**src/rtl/vga_timing_gen.sv**
```systemverilog
// vga_timing_gen
//   Pixel-clock timing source for a VGA output. Free-running column/row
//   counters feed the game renderer; the renderer's RGB comes back some
//   fixed number of clocks later, is blanked outside the visible area and
//   leaves together with HSync/VSync so all pins line up.
// Ports
//   i_Clk, i_Reset            pixel clock, synchronous active-high reset
//   i_{Red,Grn,Blu}_Video     renderer colour for pixel (count - c_RENDER_DELAY)
//   o_Col_Count, o_Row_Count  current counts
//   o_Frame_Start             1-clock pulse when the counts wrap to (0,0)
//   o_HSync, o_VSync          active-low syncs, aligned with o_*_Video
//   o_{Red,Grn,Blu}_Video     blanked colour
module vga_timing_gen #(
  parameter int c_TOTAL_COLS   = 800,
  parameter int c_TOTAL_ROWS   = 525,
  parameter int c_ACTIVE_COLS  = 640,
  parameter int c_ACTIVE_ROWS  = 480,
  parameter int c_H_FRONT      = 16,
  parameter int c_H_SYNC       = 96,
  parameter int c_V_FRONT      = 10,
  parameter int c_V_SYNC       = 2,
  parameter int c_RENDER_DELAY = 0
) (
  input  logic       i_Clk,
  input  logic       i_Reset,
  input  logic [3:0] i_Red_Video,
  input  logic [3:0] i_Grn_Video,
  input  logic [3:0] i_Blu_Video,
  output logic [9:0] o_Col_Count,
  output logic [9:0] o_Row_Count,
  output logic       o_Frame_Start,
  output logic       o_HSync,
  output logic       o_VSync,
  output logic [3:0] o_Red_Video,
  output logic [3:0] o_Grn_Video,
  output logic [3:0] o_Blu_Video
);

  localparam logic [9:0] LAST_COL = 10'(c_TOTAL_COLS - 1);
  localparam logic [9:0] LAST_ROW = 10'(c_TOTAL_ROWS - 1);
  localparam logic [9:0] ACT_COLS = 10'(c_ACTIVE_COLS);
  localparam logic [9:0] ACT_ROWS = 10'(c_ACTIVE_ROWS);
  // Sync windows as [beg, end) in count space.
  localparam logic [9:0] HS_BEG   = 10'(c_ACTIVE_COLS + c_H_FRONT);
  localparam logic [9:0] HS_END   = 10'(c_ACTIVE_COLS + c_H_FRONT + c_H_SYNC);
  localparam logic [9:0] VS_BEG   = 10'(c_ACTIVE_ROWS + c_V_FRONT);
  localparam logic [9:0] VS_END   = 10'(c_ACTIVE_ROWS + c_V_FRONT + c_V_SYNC);

  typedef struct packed {
    logic act;
    logic hs_n;
    logic vs_n;
  } tim_t;

  localparam tim_t TIM_IDLE = '{act: 1'b0, hs_n: 1'b1, vs_n: 1'b1};

  logic [9:0]                  col, row;
  logic                        frame_start;
  logic                        col_wrap, row_wrap;
  tim_t                        tim_raw;
  tim_t [c_RENDER_DELAY:0]     tim_pipe;
  logic [11:0]                 rgb_q;

  assign col_wrap = (col == LAST_COL);
  assign row_wrap = (row == LAST_ROW);

  always_comb begin
    tim_raw      = TIM_IDLE;
    tim_raw.act  = (col < ACT_COLS) && (row < ACT_ROWS);
    tim_raw.hs_n = !((col >= HS_BEG) && (col < HS_END));
    tim_raw.vs_n = !((row >= VS_BEG) && (row < VS_END));
  end

  always_ff @(posedge i_Clk) begin
    if (i_Reset) begin
      col         <= '0;
      row         <= '0;
      frame_start <= 1'b0;
      rgb_q       <= '0;
      tim_pipe    <= {(c_RENDER_DELAY + 1){TIM_IDLE}};
    end else begin
      col <= col_wrap ? '0 : col + 10'd1;
      if (col_wrap) row <= row_wrap ? '0 : row + 10'd1;
      // Registered alongside the counts so it is high exactly while they read
      // (0,0) after a real wrap; reset release never produces a pulse.
      frame_start <= col_wrap && row_wrap;
      rgb_q       <= {i_Red_Video, i_Grn_Video, i_Blu_Video};
      // Decode delayed by RENDER_DELAY+1 to meet the once-registered colour.
      tim_pipe[0] <= tim_raw;
      for (int i = 1; i <= c_RENDER_DELAY; i++) tim_pipe[i] <= tim_pipe[i-1];
    end
  end

  assign o_Col_Count   = col;
  assign o_Row_Count   = row;
  assign o_Frame_Start = frame_start;
  assign o_HSync       = tim_pipe[c_RENDER_DELAY].hs_n;
  assign o_VSync       = tim_pipe[c_RENDER_DELAY].vs_n;
  assign o_Red_Video   = tim_pipe[c_RENDER_DELAY].act ? rgb_q[11:8] : 4'h0;
  assign o_Grn_Video   = tim_pipe[c_RENDER_DELAY].act ? rgb_q[7:4]  : 4'h0;
  assign o_Blu_Video   = tim_pipe[c_RENDER_DELAY].act ? rgb_q[3:0]  : 4'h0;

endmodule
```
**config.mk**
```make
export PLATFORM = sky130hd
export DESIGN_NAME = vga_timing_gen
export DESIGN_NICKNAME = d
export VERILOG_FILES = /design/src/rtl/vga_timing_gen.sv
export SDC_FILE = /design/constraint.sdc
export NUM_CORES = 1
export LEC_CHECK = 0
export ABC_AREA = 1
export CAP_MARGIN = 15
export CORE_AREA = 2 2 63 65
export CTS_CLUSTER_SIZE = 25
export DETAILED_ROUTE_END_ITERATION = 8
export DIE_AREA = 0 0 65 67
export PLACE_DENSITY = 0.89
export SLEW_MARGIN = 15
export SYNTH_ARGS = -nofsm -noshare
export SYNTH_HDL_FRONTEND = slang
export SYNTH_SLANG_ARGS = --single-unit
```
**constraint.sdc**
```tcl
create_clock -name i_Clk -period 1.6 [get_ports i_Clk]
set_clock_uncertainty 0.1 [all_clocks]
set_input_delay 0.32 -clock i_Clk [delete_from_list [all_inputs] [get_ports i_Clk]]
set_output_delay 0.32 -clock i_Clk [all_outputs]
set_load 0.05 [all_outputs]
```
==> flow_summary.toml <==
[worst_setup_path]
wp_data_required_ns = 1.67
r2r-start = "o_Col_Count[1]$_SDFF_PP0_"
arrival_ns = 1.62
timing.critical_path.from_type = "flip-flop"
critPathLaunch = "o_Col_Count[1]$_SDFF_PP0_"
timing.critical_path.fanout_max = 10
criticalPathCategory = "flip-flop to flip-flop"
timing.critical_path.to_type = "flip-flop"

[synthesis]
yosysSeqAreaShare_pct = 43.54
synth.ff_latch_count = 36
post_synth_num_cell_types = 30
synth_top_area_cell = "sky130_fd_sc_hd__dfxtp_1"
synth_area_per_cell_um2 = 7.044
cell_area_after_synthesis_um2 = 1655
synth_fp_nets = 253
synth.yosys.warnings = 0
post_synthesis_instance_total = 235
netlist.area_leader.share_pct = 43.54
ranking_of_synthesized_cells_by_area = "sky130_fd_sc_hd__dfxtp_1, sky130_fd_sc_hd__nor2_1, sky130_fd_sc_hd__inv_1, sky130_fd_sc_hd__nand2_1, sky130_fd_sc_hd__nand3_1"

[pwr]
vdd_ir_drop_max_uv = 651.7
tot_pwr_w = 0.001851
p_per_area_nw_per_um2 = 680.7
total_leakage_power_nw = 1.248

[grt]
global_route.overflow_total = 0
wire_length_of_the_first_global_routing_pass_um = 7079
pin_count_of_the_biggest_net_entering_global_routing = 17
first_global_vias = 1695
groute.usage.overall_pct = 21.65
grt_antenna_before_repair = 0

[floorplanning]
start_util_pct = 45.91
fp.dieArea_um2 = 4355
core_area_um2 = 3606
die_h_um = 67
x_dimension_of_the_die_um = 65
placement_rows = 22
boundary_pins = 49

[route]
drt_pre_antenna_iters = 6
detail_route.drc_violations = 0
drt_first_iter_violations = 98
routed_wire_length_per_instance_um = 12.95
via_count = 1725
postRouteWirelength_um = 4468
detail-route-antenna-nets = 0
detail_route.vias_per_cell = 5.000

[timing]
timing.final.crit_share_pct = 96.62
timing.fmax_ghz = 0.6469
layout_min_cycle_time_ns = 1.546
rsz_0062_raised_after_global_routing = "true"
maxSlewViolCount = 0
relative_max_transition_margin_pct = 74.45
hold_viol_final = 0
setup-violations-final = 0
worst-slew-pin-transition_ns = 0.3803

[clocking]
post_cts_hold_buffer_count = 0
cts_tree = "built"
cts.path.max_buffers = 2
tritoncts.num_buffers = 5
clock_root_buffer = "sky130_fd_sc_hd__clkbuf_8"
cts_sinks = 36
count_of_h_tree_levels_built_during_cts = 2
clkSlewWorstSetupHoldPaths_ns = 0.07
worst_skew_pair.late_latency_ns = 0.29

[cells_and_area]
fin_util_pct = 75.40
flow.area_growth_from_synthesis_pct = 64.25
num-fill-cells = 243
final_cells = 345
design_area_um2 = 2719
count_of_nets_after_finishing = 314
final_layout_size_suffix_gt1_share_pct = 25.59
antenna_cells_inserted = 0

[placement]
placed_area_um2 = 2601
portBuffers = 48
routabilityCongestion = 0.8969
place_inst = 335
place.detailed.hpwl_um = 3261

[worst_hold_path]
min-delay-start = "o_Col_Count[3]$_SDFF_PP0_"
worstHoldPathType = "flip-flop to flip-flop"

[job]
cap_viol_max_count = 0

[run_status]
outcome = "finished, final reports clean"
## layout make-up
type	count	area (µm²)	area share, %
Sequential cell	36	740.7	27.24
Multi-Input combinational cell	145	730.7	26.88
Timing Repair Buffer	58	909.6	33.46
Clock buffer	8	90.09	3.313
Tap cell	48	60.06	2.209
Inverter	50	187.7	6.903
## worst paths after layout
check | to | slack (ns) | depth (start not counted)
hold reg to reg | o_Col_Count[3]$_SDFF_PP0_ | 0.40 | 2
setup / recovery | o_Row_Count[1]$_SDFFE_PP0N_ | 0.05 | 6
hold / removal | o_Col_Count[3]$_SDFF_PP0_ | 0.40 | 2
setup reg to reg | o_Row_Count[1]$_SDFFE_PP0N_ | 0.05 | 6
## Yosys cell counts, drive strengths merged
master / instances
a21oi: 8
buf: 3
clkbuf: 1
clkinv: 1
dfxtp: 36
ha: 4
inv: 49
nand2: 43
nand3: 19
nand3b: 2
nand4: 5
nor2: 51
nor3: 1
nor3b: 1
nor4: 1
o2111ai: 1
o21a: 1
o21ai: 4
o22ai: 1
xnor2: 1
xor2: 2
## routing by layer
metal | routed length, µm | track usage (%)
met1 | 1703 | 22.81
met2 | 2268 | 38.92
met3 | 340 | 5.405
met4 | 156 | 12.77
met5 | 0 | 0
## repair_timing
action	4_1_cts	5_1_grt
cloned	0	1
endpoints found under the hold margin	0	0
setup endpoints to repair	5	18
pin swaps	0	2
gates resized for setup	1	8
setup buffers	0	1
## where the power goes
part	leakage [nW]	switching, W	internal, W
clock	0.0455	0.000311	0.000351
combinational	0.903	0.000133	0.000125
sequential	0.300	0.0000113	0.000920
## cells by family (layout without fill, tap and decap cells)
| group | Yosys count | after routing | synth area share (%) |
|---|---|---|---|
| compound gates | 15 | 15 | 5.443 |
| flops | 36 | 36 | 43.54 |
| buf+inv | 54 | 116 | 12.77 |
| fa+ha+maj | 4 | 4 | 3.024 |
| simple gates | 123 | 123 | 33.64 |
| xor+xnor | 3 | 3 | 1.588 |
## per-stage QoR
step / hold slack (ns) / worst slack, ns / setup TNS (ns)
finish: 0.4045 / 0.05412 / 0
floorplan: 0.3270 / 0.008808 / 0
global placement: 0.3913 / 0.07750 / 0
global route: 0.4189 / -0.03899 / -0.09533
detailed placement: 0.3916 / 0.02352 / 0
CTS: 0.4021 / 0.001470 / 0
## critical path: stages (launching register included)
cell                      delay (ns)
sky130_fd_sc_hd__dfxtp_4        0.35
sky130_fd_sc_hd__ha_2           0.19
sky130_fd_sc_hd__nand2_2        0.10
sky130_fd_sc_hd__nor2_2         0.15
sky130_fd_sc_hd__nand4_2        0.18
sky130_fd_sc_hd__nand2_2        0.24
sky130_fd_sc_hd__o22ai_1        0.11
## flip-flops by register name, indices dropped and copies added, names as in the netlist
name,count
o_Col_Count,10
o_Frame_Start,1
o_Row_Count,10
tim_pipe,1
o_HSync,1
rgb_q,12
o_VSync,1
## cell usage in the layout, fill, tap and decap left out, types with 2 or more instances in the layout
cell                              count
sky130_fd_sc_hd__inv_1               48
sky130_fd_sc_hd__a21oi_2              2
sky130_fd_sc_hd__xor2_1               2
sky130_fd_sc_hd__nor2_4               2
sky130_fd_sc_hd__ha_1                 3
sky130_fd_sc_hd__nand4_1              4
sky130_fd_sc_hd__a21oi_1              6
sky130_fd_sc_hd__nand3_1             18
sky130_fd_sc_hd__clkdlybuf4s50_1     13
sky130_fd_sc_hd__buf_12              35
sky130_fd_sc_hd__nor2_1              48
sky130_fd_sc_hd__dfxtp_1             24
sky130_fd_sc_hd__nand2_2              3
sky130_fd_sc_hd__o21ai_0              2
sky130_fd_sc_hd__dfxtp_4              2
sky130_fd_sc_hd__clkbuf_8             6
sky130_fd_sc_hd__o21ai_1              2
sky130_fd_sc_hd__nand2_1             40
sky130_fd_sc_hd__buf_4                9
sky130_fd_sc_hd__dfxtp_2             10
sky130_fd_sc_hd__clkbuf_1             2
No activity file was read; power rests on OpenSTA's default activity.
